$ cat src/rtl/mfp_pmod_als_spi_sampler_if.sv
// Signal bundle between the PmodALS SPI sampler, the ADC pins and the sample consumer.
interface mfp_pmod_als_spi_sampler_if;
  logic        enable;
  logic        cs;
  logic        sck;
  logic        sdo;
  logic [15:0] value;
  logic [7:0]  light;
  logic        frame_ok;
  logic        valid;

  modport master (
    input  enable, sdo,
    output cs, sck, value, light, frame_ok, valid
  );

  modport slave (
    output enable, sdo,
    input  cs, sck, value, light, frame_ok, valid
  );
endinterface

$ cat src/rtl/mfp_pmod_als_spi_sampler.sv
// Periodic 16-bit SPI read of the PmodALS ADC081S021; publishes raw frame, light code and valid pulse.
//
// state | meaning
// GAP   | cs high, gap counter running (saturates), waits for enable
// SETUP | cs low, sck still high until the first fall
// SHIFT | 16 sck periods, sdo captured on every rising sck
// HOLD  | one half-period after the last rise, then cs rises with the result
module mfp_pmod_als_spi_sampler #(
  parameter int unsigned SCK_DIV    = 8,
  parameter int unsigned SAMPLE_GAP = 1000
) (
  input logic                        clock,
  input logic                        reset_n,
  mfp_pmod_als_spi_sampler_if.master bus
);

  typedef enum logic [1:0] {GAP, SETUP, SHIFT, HOLD} state_t;

  localparam logic [15:0] GAP_LAST = 16'(SAMPLE_GAP - 1);
  localparam logic [7:0]  DIV_LAST = 8'(SCK_DIV - 1);

  state_t      state, state_nxt;
  logic [15:0] gap_cnt;
  logic [7:0]  div_cnt;
  logic [3:0]  bit_cnt;
  logic [15:0] shift_reg;
  logic        cs_q, sck_q, valid_q, ok_q;
  logic [15:0] value_q;
  logic [7:0]  light_q;
  logic        tick, gap_done, last_rise;

  // Half-period down-counter: tick marks every SCK_DIV-th edge after cs falls.
  assign tick      = (div_cnt == 8'd0);
  assign gap_done  = (gap_cnt >= GAP_LAST);
  assign last_rise = tick && !sck_q && (bit_cnt == 4'd15);

  always_ff @(posedge clock or negedge reset_n) begin
    if (!reset_n) state <= GAP;
    else          state <= state_nxt;
  end

  always_comb begin
    state_nxt = state;
    case (state)
      GAP:     if (gap_done && bus.enable) state_nxt = SETUP;
      SETUP:   if (tick)                   state_nxt = SHIFT;
      SHIFT:   if (last_rise)              state_nxt = HOLD;
      HOLD:    if (tick)                   state_nxt = GAP;
      default:                             state_nxt = GAP;
    endcase
  end

  always_ff @(posedge clock or negedge reset_n) begin
    if (!reset_n) begin
      cs_q      <= 1'b1;
      sck_q     <= 1'b1;
      gap_cnt   <= 16'd0;
      div_cnt   <= 8'd0;
      bit_cnt   <= 4'd0;
      shift_reg <= 16'd0;
      value_q   <= 16'd0;
      light_q   <= 8'd0;
      ok_q      <= 1'b0;
      valid_q   <= 1'b0;
    end else begin
      valid_q <= 1'b0;
      if (state == GAP) begin
        if (gap_done && bus.enable) begin
          cs_q    <= 1'b0;
          div_cnt <= DIV_LAST;
          bit_cnt <= 4'd0;
        end else if (!gap_done) begin
          gap_cnt <= gap_cnt + 16'd1;
        end
      end else begin
        div_cnt <= tick ? DIV_LAST : div_cnt - 8'd1;
        if (tick) begin
          case (state)
            SETUP: sck_q <= 1'b0;
            SHIFT: begin
              if (!sck_q) begin
                // sdo has been settled for a full half-period here, so no synchroniser.
                sck_q     <= 1'b1;
                shift_reg <= {shift_reg[14:0], bus.sdo};
                bit_cnt   <= bit_cnt + 4'd1;
              end else begin
                sck_q <= 1'b0;
              end
            end
            HOLD: begin
              cs_q    <= 1'b1;
              gap_cnt <= 16'd0;
              value_q <= shift_reg;
              light_q <= shift_reg[12:5];
              ok_q    <= (shift_reg[15:13] == 3'b000);
              valid_q <= 1'b1;
            end
            default: ;
          endcase
        end
      end
    end
  end

  assign bus.cs       = cs_q;
  assign bus.sck      = sck_q;
  assign bus.value    = value_q;
  assign bus.light    = light_q;
  assign bus.frame_ok = ok_q;
  assign bus.valid    = valid_q;

endmodule

$ cat src/flat_wrapper.sv
// flat-port wrapper written by rule: the top's interface ports become plain ports
module mfp_pmod_als_spi_sampler_flat 
#(
  parameter int unsigned SCK_DIV    = 8,
  parameter int unsigned SAMPLE_GAP = 1000
)
  (clock, reset_n, bus_enable, bus_sdo, bus_cs, bus_sck, bus_value, bus_light, bus_frame_ok, bus_valid);
  mfp_pmod_als_spi_sampler_if bus_i ();
  input logic clock;
  input logic reset_n;
  input wire logic [$bits(bus_i.enable)-1:0] bus_enable;
  input wire logic [$bits(bus_i.sdo)-1:0] bus_sdo;
  output wire logic [$bits(bus_i.cs)-1:0] bus_cs;
  output wire logic [$bits(bus_i.sck)-1:0] bus_sck;
  output wire logic [$bits(bus_i.value)-1:0] bus_value;
  output wire logic [$bits(bus_i.light)-1:0] bus_light;
  output wire logic [$bits(bus_i.frame_ok)-1:0] bus_frame_ok;
  output wire logic [$bits(bus_i.valid)-1:0] bus_valid;
  assign bus_i.enable = bus_enable;
  assign bus_i.sdo = bus_sdo;
  assign bus_cs = bus_i.cs;
  assign bus_sck = bus_i.sck;
  assign bus_value = bus_i.value;
  assign bus_light = bus_i.light;
  assign bus_frame_ok = bus_i.frame_ok;
  assign bus_valid = bus_i.valid;
  mfp_pmod_als_spi_sampler #(.SCK_DIV(SCK_DIV), .SAMPLE_GAP(SAMPLE_GAP)) u_core (.clock(clock), .reset_n(reset_n), .bus(bus_i));
endmodule
$ cat config.mk
export PLATFORM = sky130hd
export DESIGN_NAME = mfp_pmod_als_spi_sampler_flat
export DESIGN_NICKNAME = d
export VERILOG_FILES = /design/src/rtl/mfp_pmod_als_spi_sampler_if.sv /design/src/rtl/mfp_pmod_als_spi_sampler.sv /design/src/flat_wrapper.sv
export SDC_FILE = /design/constraint.sdc
export NUM_CORES = 1
export LEC_CHECK = 0
export ABC_AREA = 1
export BUFFER_PORTS_ARGS = -buffer_cell sky130_fd_sc_hd__clkbuf_2
export CAP_MARGIN = 20
export CORE_UTILIZATION = 42
export DETAILED_ROUTE_END_ITERATION = 10
export PLACE_DENSITY_LB_ADDON = 0.25
export SLEW_MARGIN = 10
export SYNTH_ARGS = -nofsm -noshare
export SYNTH_HDL_FRONTEND = slang
export SYNTH_SLANG_ARGS = --single-unit
$ cat constraint.sdc
create_clock -name clock -period 3.61 [get_ports clock]
set_input_delay 0.361 -clock clock [delete_from_list [all_inputs] [get_ports clock]]
set_output_delay 0.361 -clock clock [all_outputs]
set_load 0.05 [all_outputs]
==> results.sh, run 1 <==
export IMPL_clock_sinks=66
export IMPL_max_slew_margin_rel_pct=32.23
export IMPL_critical_path_required_ns=3.81
export IMPL_rsz0062_at_grt="false"
export IMPL_hpwl_reported_at_the_end_of_detailed_placement_um=3602
export IMPL_final_hold_worst_slack_ns=0.2090
export IMPL_min_period_ns=2.205
export IMPL_setup_worst_path_end_class="flop"
export IMPL_numCtsBuffers=9
export IMPL_globalRoute_totalOverflow=0
export IMPL_drt_first_pass_iters=6
export IMPL_floorplan_die_area_mm2=0.007867
export IMPL_ys_dominant_reg_cell="dfrtp_1"
export IMPL_post_cts_repair_setup_buffers=0
export IMPL_total_power_mw=1.487
export IMPL_synth_compound_gate_area_share_pct=9.830
export IMPL_detail_route_wl_per_cell_um=10.65
export IMPL_fin_nets=409
export IMPL_synthesis_nets=383
export IMPL_status="finished, final reports clean"
export IMPL_max_clock_freq_mhz=453.4
export IMPL_ys_types=32
export IMPL_boundaryPins=32
export IMPL_synth_most_common_cell="nand2_1"
export IMPL_power_ir_vdd_worst_v=0.0001860
export IMPL_type_of_the_worst_setup_path="flop to flop"
export IMPL_postRouteAntennaNets=0
export IMPL_synth_xor_area_share_pct=1.665
export IMPL_ys_top_cells_by_count="nand2_1, dfrtp_1, inv_1, o21ai_1, nor2_1"
export IMPL_clk_insertion_delay_late_ns=0.33
export IMPL_slew_viol_final=0
export IMPL_routabilityCongestion=0.7500
export IMPL_post_drt_via_cell_ratio=4.550
export IMPL_total_leakage_power_nw=1.727
export IMPL_hold_viol=0
export IMPL_final_layout_size_suffix_gt1_share_pct=16.46
export IMPL_synthesis_area_per_instance_um2=8.532
export IMPL_first_global_vias=2150
export IMPL_cts_hold_buffers_added=0
export IMPL_core_area_mm2=0.007253
export IMPL_tritoncts="yes"
export IMPL_number_of_placement_rows=31
export IMPL_worst_path_max_fanout=36
export IMPL_routed_via_count=2275
export IMPL_ffs_w_async_s_r_synth_pct=100.0
export IMPL_antenna_found_initial=0
export IMPL_cts_root_to_sink_buffers=2
export IMPL_synth_enable_flop_cells=0
export IMPL_power_density_mw_per_mm2=416.7
export IMPL_final_util_pct=49.22
export IMPL_synth_adder_area_share_pct=3.567
export IMPL_min_delay_path_class="input pin to asynchronous set/reset pin"
export IMPL_drc=0
export IMPL_synthDominantAreaCellType="dfrtp_1"
export IMPL_cts_max_level=3
export IMPL_synth_yosys_warnings=0
export IMPL_cts_resized=0
export IMPL_clk_pin_slew_worst_paths_ns=0.07
export IMPL_routed_wirelength_um=5324
export IMPL_synth_top_cells_by_area="dfrtp_1, nand2_1, inv_1"
export IMPL_timing_worst_slew_pin_value_ns=1.014
export IMPL_grt_pass1_wl_um=9363
export IMPL_largest_family_of_logic_cells_by_synthesized_area="simple AND/OR/NAND/NOR gates"
export IMPL_timing_critical_path_from_type="flop"
export IMPL_worst_ep_arrival_time_ns=2.41
export IMPL_synthesis_instances=370
export IMPL_chipHeight_um=88.70
export IMPL_setup_viol_count_final=0
export IMPL_multiInputGateArea_mm2=0.001219
export IMPL_synth_cell_area_mm2=0.003157
export IMPL_min_period_over_period_pct=61.09
export IMPL_first_iter_violations=98
export IMPL_port_buffer_count=31
export IMPL_drv_max_cap_violation_count=0
export IMPL_synthToLayoutAreaGrowth_pct=13.08
export IMPL_synthSimpleGateAreaFrac_pct=23.54
export IMPL_final_fill_count=711
export IMPL_initial_utilization_pct=43.52
export IMPL_maximum_number_of_pins_on_one_net_before_global_route_repair=67
export IMPL_cts_root_buffer="clkbuf_8"
export IMPL_muxShareOfSynthArea_pct=0
export IMPL_die_w_um=88.70
export IMPL_setup_tns_final_ns=0
export IMPL_synth_seq_cells=66
export IMPL_yosysSeqAreaShare_pct=52.40
export IMPL_register_area_mm2=0.001654
export IMPL_synthDominantCellAreaShare_pct=50.73
export IMPL_grtUsageTotal_pct=15.59
export IMPL_final_setup_skew_ns=0.008776
export IMPL_diode_count=0
worst paths after layout:
kind / start / endpoint / slack, ns / depth (start not counted)
max: u_core.state[0] / u_core.bit_cnt[1] / 1.40 / 6
min: reset_n / u_core.bus.frame_ok / 0.21 / 2
max reg2reg: u_core.state[0] / u_core.bit_cnt[1] / 1.40 / 6
min reg2reg: u_core.bus.cs / u_core.bus.cs / 0.46 / 2
max in group asynchronous: reset_n / u_core.bit_cnt[0] / 2.88 / 2
min in group clock: bus_sdo / u_core.shift_reg[0] / 0.28 / 3
cell usage in the layout (no fill, tap or decap), drive strengths merged:
cell type / n
nand4: 5
nand2: 107
a21o: 2
clkinv: 1
dfstp: 2
o21ai: 45
ha: 9
a21boi: 1
and3: 1
inv: 47
nand3: 21
clkbuf: 42
or2: 1
nor2: 33
buf: 1
dfrtp: 64
xor2: 5
o21bai: 1
o22ai: 3
clkinvlp: 1
xnor2: 1
nor3: 3
bufinv: 3
a21oi: 2
through the flow:
step	worst slack, ns	cells	area, um2
after floorplan	2.081	370	3157
after global placement	1.473	484	3336
after detailed placement	1.395	484	3336
after CTS	1.374	500	3570
after global routing	1.140	500	3570
final	1.405	500	3570
cell families (layout without fill, tap and decap cells):
| family | after synthesis | in the layout |
|---|---|---|
| buffers and inverters | 64 | 95 |
| XOR/XNOR | 6 | 6 |
| flip-flops | 66 | 66 |
| adder cells (fa/ha/maj) | 9 | 9 |
| AO/OA/AOI/OAI | 54 | 54 |
| AND/OR/NAND/NOR | 171 | 171 |
per-layer routing:
layer  share of wire, %  wire (um)  track usage, %  vias to the layer above
met3                2.2        119           4.198                        4
li1                   -          -               -                     1209
met1                 50       2643           19.95                     1043
met5                  0          0               0                        -
met4               0.96         51           6.305                        0
met2                 47       2508           25.10                       19
report_power, final:
part / internal (mW) / switching [mW]
clock network: 0.458 / 0.272
logic: 0.00209 / 0.0149
registers: 0.740 / 0.000165
critical path, cell delays in order (launching register included):
cell and delay (ns):
dfrtp_1 0.42, inv_1 0.08, ha_1 0.43, inv_2 0.27, nand3_2 0.52, nand3_1 0.26
o21ai_1 0.08
area by class of cell:
type                            count  area share (%)
Sequential cell                    66           46.34
Multi-Input combinational cell    240           34.14
Inverter                           47           4.942
Timing Repair Buffer               32           4.557
Clock buffer                       11           3.680
Tap cell                           99           3.470
Clock inverter                      5           2.874
No activity file was read; power rests on OpenSTA's default activity.
==> inputs of run 2 (changes only) <==
- clock period: 3.61 -> 2.17 ns (I/O delays scaled with it)
==> results.sh, run 2 (synthesized netlist as in run 1, its figures left out) <==
export IMPL_rsz0062_at_grt="false"
export IMPL_routed_via_count=2349
export IMPL_total_power_mw=2.424
export IMPL_cp_peak_stage_delay_ns=0.41
export IMPL_maximum_number_of_pins_on_one_net_before_global_route_repair=35
export IMPL_clock_sinks=66
export IMPL_timing_critical_path_slowest_stage_cell="dfrtp_1"
export IMPL_critical_path_cell_chain="inv_1, ha_1, buf_4, nor2_4, nor2_4, nand2_4, inv_2, nand2_1, nand2_1"
export IMPL_min_delay_path_class="input pin to flop"
export IMPL_worst_ep_arrival_time_ns=2.02
export IMPL_drc=0
export IMPL_core_area_mm2=0.007253
export IMPL_drt_first_pass_iters=4
export IMPL_boundaryPins=32
export IMPL_setup_worst_path_end_class="flop"
export IMPL_numCtsBuffers=9
export IMPL_power_density_mw_per_mm2=670.0
export IMPL_final_layout_size_suffix_gt1_share_pct=18.14
export IMPL_final_common_cell="nand2_1"
export IMPL_final_fill_count=699
export IMPL_slew_viol_final=0
export IMPL_grtUsageTotal_pct=15.95
export IMPL_total_leakage_power_nw=1.753
export IMPL_setup_tns_final_ns=0
export IMPL_clk_pin_slew_worst_paths_ns=0.08
export IMPL_worst_path_max_fanout=18
export IMPL_routed_wirelength_um=5523
export IMPL_type_of_the_worst_setup_path="flop to flop"
export IMPL_min_period_ns=1.794
export IMPL_antenna_found_initial=0
export IMPL_initial_utilization_pct=43.52
export IMPL_dpl_cell_count=490
export IMPL_number_of_placement_rows=31
export IMPL_power_ir_vdd_worst_v=0.0003474
export IMPL_timing_critical_path_from_type="flop"
export IMPL_status="finished, final reports clean"
export IMPL_post_drt_via_cell_ratio=4.633
export IMPL_first_global_vias=2121
export IMPL_setup_viol_count_final=0
export IMPL_chipHeight_um=88.70
export IMPL_layoutNonFillerInstCount=507
export IMPL_diode_count=0
export IMPL_globalRoute_totalOverflow=0
export IMPL_synthToLayoutAreaGrowth_pct=14.59
export IMPL_min_period_over_period_pct=82.67
export IMPL_floorplan_die_area_mm2=0.007867
export IMPL_global_route_peak_usage_layer="met2"
export IMPL_hold_viol=0
export IMPL_critical_path_buf_inv_count=3
export IMPL_grt_met2_usage_pct=25.10
export IMPL_tritoncts="yes"
export IMPL_timing_critical_path_max_delay_family="simple AND/OR/NAND/NOR gates"
export IMPL_critical_path_required_ns=2.40
export IMPL_clk_insertion_delay_late_ns=0.34
export IMPL_cts_resized=0
export IMPL_mostFrequentLayoutCells="nand2_1, dfrtp_1, inv_1"
export IMPL_timing_worst_slew_pin_value_ns=0.6674
export IMPL_post_cts_repair_setup_buffers=0
export IMPL_drv_max_cap_violation_count=0
export IMPL_met1_usage_pct=21.08
export IMPL_grt_pass1_wl_um=9556
export IMPL_detail_route_wl_per_cell_um=10.89
export IMPL_cts_max_level=3
export IMPL_die_w_um=88.70
export IMPL_fin_nets=416
export IMPL_postRouteAntennaNets=0
export IMPL_final_util_pct=49.87
export IMPL_hpwl_reported_at_the_end_of_detailed_placement_um=3908
export IMPL_cts_root_buffer="clkbuf_8"
export IMPL_port_buffer_count=31
export IMPL_final_setup_skew_ns=0.006889
export IMPL_grt_met3_usage_pct=3.078
export IMPL_cts_root_to_sink_buffers=2
export IMPL_first_iter_violations=96
export IMPL_max_slew_margin_rel_pct=55.51
export IMPL_routabilityCongestion=0.7894
export IMPL_max_clock_freq_mhz=557.4
export IMPL_cts_hold_buffers_added=1
[run 2: cell count changes in the layout (fill, tap and decap cells not counted)]
cell,previous run,this run
clkbuf_1,2,0
inv_6,0,1
clkbuf_8,9,10
bufinv_16,3,2
clkinvlp_4,1,2
buf_4,1,7
dlygate4sd3_1,0,1
[run 2: where the power goes]
group | total, mW | internal [mW] | leakage [nW] | switching, mW
Clock | 1.16 | 0.680 | 0.109 | 0.480
Combinational | 0.0329 | 0.00697 | 0.782 | 0.0260
Sequential | 1.23 | 1.23 | 0.862 | 0.000191
[run 2: per-layer routing]
layer | vias to the layer above | wire [um] | part of all wire [%]
met1 | 1094 | 2750 | 50
met3 | 9 | 116 | 2.1
met2 | 24 | 2534 | 46
li1 | 1222 | - | -
met5 | - | 0 | 0
met4 | 0 | 121 | 2.2
[run 2: per-stage QoR]
step | setup WS (ns) | hold slack, ns | cell area [um2]
after CTS | 0.3511 | 0.1096 | 3617
final | 0.3760 | 0.1229 | 3617
after global placement | 0.4474 | 0.2786 | 3381
after global routing | 0.2247 | 0.1163 | 3617
after detailed placement | 0.3728 | 0.2897 | 3381
after floorplan | 0.6406 | -0.07859 | 3157
[run 2: path summary, 6_finish.rpt]
| path | startpoint | end | slack, ns | cells past startpoint |
|---|---|---|---|---|
| max | u_core.state[0] | u_core.gap_cnt[4] | 0.38 | 9 |
| min | bus_sdo | u_core.shift_reg[0] | 0.12 | 3 |
| max reg2reg | u_core.state[0] | u_core.gap_cnt[4] | 0.38 | 9 |
| min reg2reg | u_core.bus.cs | u_core.bus.cs | 0.46 | 2 |
| max in group asynchronous | reset_n | u_core.bus.sck | 0.98 | 3 |
| min in group asynchronous | reset_n | u_core.bus.light[6] | 0.44 | 2 |
[run 2: worst min-delay path: stages]
cell      delay, ns
clkbuf_2       0.08
nor2_1         0.09
a21oi_1        0.04
[run 2: final cells by class]
class	count	area, um2	area share [%]
sequential	66	1654	45.73
multi-input combinational	240	1219	33.69
timing repair buffer	39	217.7	6.019
inverter	47	176.4	4.877
clock buffer	10	137.6	3.805
tap	99	123.9	3.424
clock inverter	6	88.84	2.456
==> inputs of run 3 (changes only) <==
- ABC_AREA: 1 -> 0
- clock period: 2.17 -> 1.8 ns (I/O delays scaled with it)
==> results.sh, run 3 <==
export IMPL_status="complete, but fails checks"
export IMPL_failed_checks="setup timing"
export IMPL_core_area_mm2=0.006907
export IMPL_synthDominantCellAreaShare_pct=52.42
export IMPL_synth_yosys_warnings=0
export IMPL_hold_viol=0
export IMPL_timing_worst_slew_pin_value_ns=0.3936
export IMPL_synthesis_nets=267
export IMPL_grtUsageTotal_pct=17.91
export IMPL_detailedPlace_worstSlack_ns=-0.1849
export IMPL_tritoncts="yes"
export IMPL_clk_pin_slew_worst_paths_ns=0.08
export IMPL_setup_worst_path_end_class="flop"
export IMPL_synthesis_area_per_instance_um2=12.03
export IMPL_ys_types=50
export IMPL_first_global_vias=2125
export IMPL_synthDominantAreaCellType="dfrtp_1"
export IMPL_grt_pass1_wl_um=10240
export IMPL_routabilityCongestion=0.8858
export IMPL_cts_max_level=3
export IMPL_drv_max_cap_violation_count=0
export IMPL_synth_most_common_cell="dfrtp_1"
export IMPL_post_drt_via_cell_ratio=5.035
export IMPL_initial_utilization_pct=44.24
export IMPL_worst_ep_arrival_time_ns=2.26
export IMPL_drc=0
export IMPL_synthToLayoutAreaGrowth_pct=31.49
export IMPL_chipHeight_um=87.29
export IMPL_boundaryPins=32
export IMPL_hpwl_reported_at_the_end_of_detailed_placement_um=4290
export IMPL_synth_seq_cells=66
export IMPL_first_iter_violations=90
export IMPL_critical_path_required_ns=2.07
export IMPL_power_density_mw_per_mm2=695.6
export IMPL_yosysSeqAreaShare_pct=54.14
export IMPL_timing_critical_path_from_type="flop"
export IMPL_min_delay_path_class="input pin to flop"
export IMPL_setup_viol_count_final=30
export IMPL_cts_root_buffer="clkbuf_8"
export IMPL_min_period_over_period_pct=110.5
export IMPL_dpl_cell_count=409
export IMPL_ffs_w_async_s_r_synth_pct=100.0
export IMPL_total_leakage_power_nw=1.947
export IMPL_final_setup_skew_ns=0.008739
export IMPL_die_w_um=87.29
export IMPL_min_period_ns=1.989
export IMPL_routed_via_count=2160
export IMPL_numCtsBuffers=9
export IMPL_number_of_placement_rows=30
export IMPL_mostFrequentLayoutCells="dfrtp_1, buf_4, clkbuf_2"
export IMPL_synth_enable_flop_cells=0
export IMPL_globalRoute_totalOverflow=0
export IMPL_setup_ws_ns=-0.1893
export IMPL_type_of_the_worst_setup_path="flop to flop"
export IMPL_synth_top_cells_by_area="dfrtp_1, mux2_2, ha_1"
export IMPL_postRouteAntennaNets=0
export IMPL_ys_top_cells_by_count="dfrtp_1, mux2_2, nor2_1"
export IMPL_clock_sinks=66
export IMPL_maximum_number_of_pins_on_one_net_before_global_route_repair=52
export IMPL_final_common_cell="dfrtp_1"
export IMPL_max_slew_margin_rel_pct=73.76
export IMPL_routed_wirelength_um=6186
export IMPL_ys_dominant_reg_cell="dfrtp_1"
export IMPL_synth_cell_area_mm2=0.003055
export IMPL_port_buffer_count=31
export IMPL_clk_insertion_delay_late_ns=0.34
export IMPL_slew_viol_final=0
export IMPL_max_clock_freq_mhz=502.7
export IMPL_final_layout_size_suffix_gt1_share_pct=46.85
export IMPL_cts_root_to_sink_buffers=2
export IMPL_detail_route_wl_per_cell_um=14.42
export IMPL_power_ir_vdd_worst_v=0.0003623
export IMPL_floorplan_die_area_mm2=0.007620
export IMPL_drt_first_pass_iters=4
export IMPL_fin_nets=341
export IMPL_synthesis_instances=254
export IMPL_worst_path_max_fanout=2
export IMPL_antenna_found_initial=0
export IMPL_layoutNonFillerInstCount=429
export IMPL_rsz0062_at_grt="true"
export IMPL_diode_count=0
[run 3: layout make-up]
class	count	area (um2)
fillers	598	2889
multi-input cells	168	1480
repair buffers	76	535.5
clock inverters	7	77.57
inverters	7	26.28
well taps	96	120.1
clock buffers	9	123.9
flip-flops and latches	66	1654
[run 3: worst max-delay path: stages, from the launching register on]
cell	delay (ns)
dfrtp_1	0.40
inv_2	0.08
ha_4	0.13
or4b_4	0.49
o21ai_4	0.23
nand4_4	0.13
or3_4	0.34
a21oi_2	0.13
[run 3: path summary, 6_finish.rpt]
path	start	cells past startpoint	endpoint	slack [ns]
worst max-delay path	u_core.div_cnt[1]	7	u_core.gap_cnt[8]	-0.19
worst max register to register	u_core.div_cnt[1]	7	u_core.gap_cnt[8]	-0.19
max in group asynchronous	reset_n	3	u_core.bus.value[1]	0.91
worst min register to register	u_core.bus.frame_ok	2	u_core.bus.frame_ok	0.48
worst min-delay path	bus_sdo	2	u_core.shift_reg[0]	0.09
min in group asynchronous	reset_n	2	u_core.div_cnt[5]	0.29
[run 3: cells by family after synthesis]
group	Yosys count	synth area share [%]
multiplexers	35	12.86
buffers and inverters	20	3.767
adder cells (fa/ha/maj)	9	3.686
AO/OA/AOI/OAI	39	8.232
AND/OR/NAND/NOR	78	15.32
flip-flops	66	54.14
XOR/XNOR	7	2.007
[run 3: what timing repair did]
| action | CTS | global route |
|---|---|---|
| buffers inserted | 2 | 1 |
| cloned | 0 | 0 |
| hold endpoints to repair | 13 | 0 |
| resized for setup | 13 | 15 |
| endpoints found under the setup margin | 37 | 60 |
| pin swaps | 8 | 4 |
| hold buffers | 1 | 0 |
[run 3: routing by layer]
| layer | global-route usage, % | wire length, um | up-vias |
|---|---|---|---|
| met1 | 24.02 | 2955 | 1068 |
| met4 | 8.495 | 85 | 0 |
| li1 | - | - | 1051 |
| met5 | 0 | 0 | - |
| met3 | 3.412 | 172 | 6 |
| met2 | 27.98 | 2973 | 35 |
[run 3: where the power goes]
| part | switching (mW) | internal [mW] |
|---|---|---|
| clock network | 0.623 | 0.651 |
| logic | 0.0296 | 0.00873 |
| registers | 0 | 1.48 |
[run 3: stage by stage]
stage	area, um2	hold slack (ns)	util, %	power [mW]	setup TNS (ns)
finish	4018	0.09032	58.17	2.795	-4.024
global route	4018	0.07598	58.17	2.900	-7.031
global placement	3670	0.1299	53.13	1.550	-2.638
detailed placement	3670	0.1310	53.13	1.551	-3.615
floorplan	3158	-0.1156	-	1.512	-2.443
CTS	3940	0.07673	57.05	2.829	-3.461
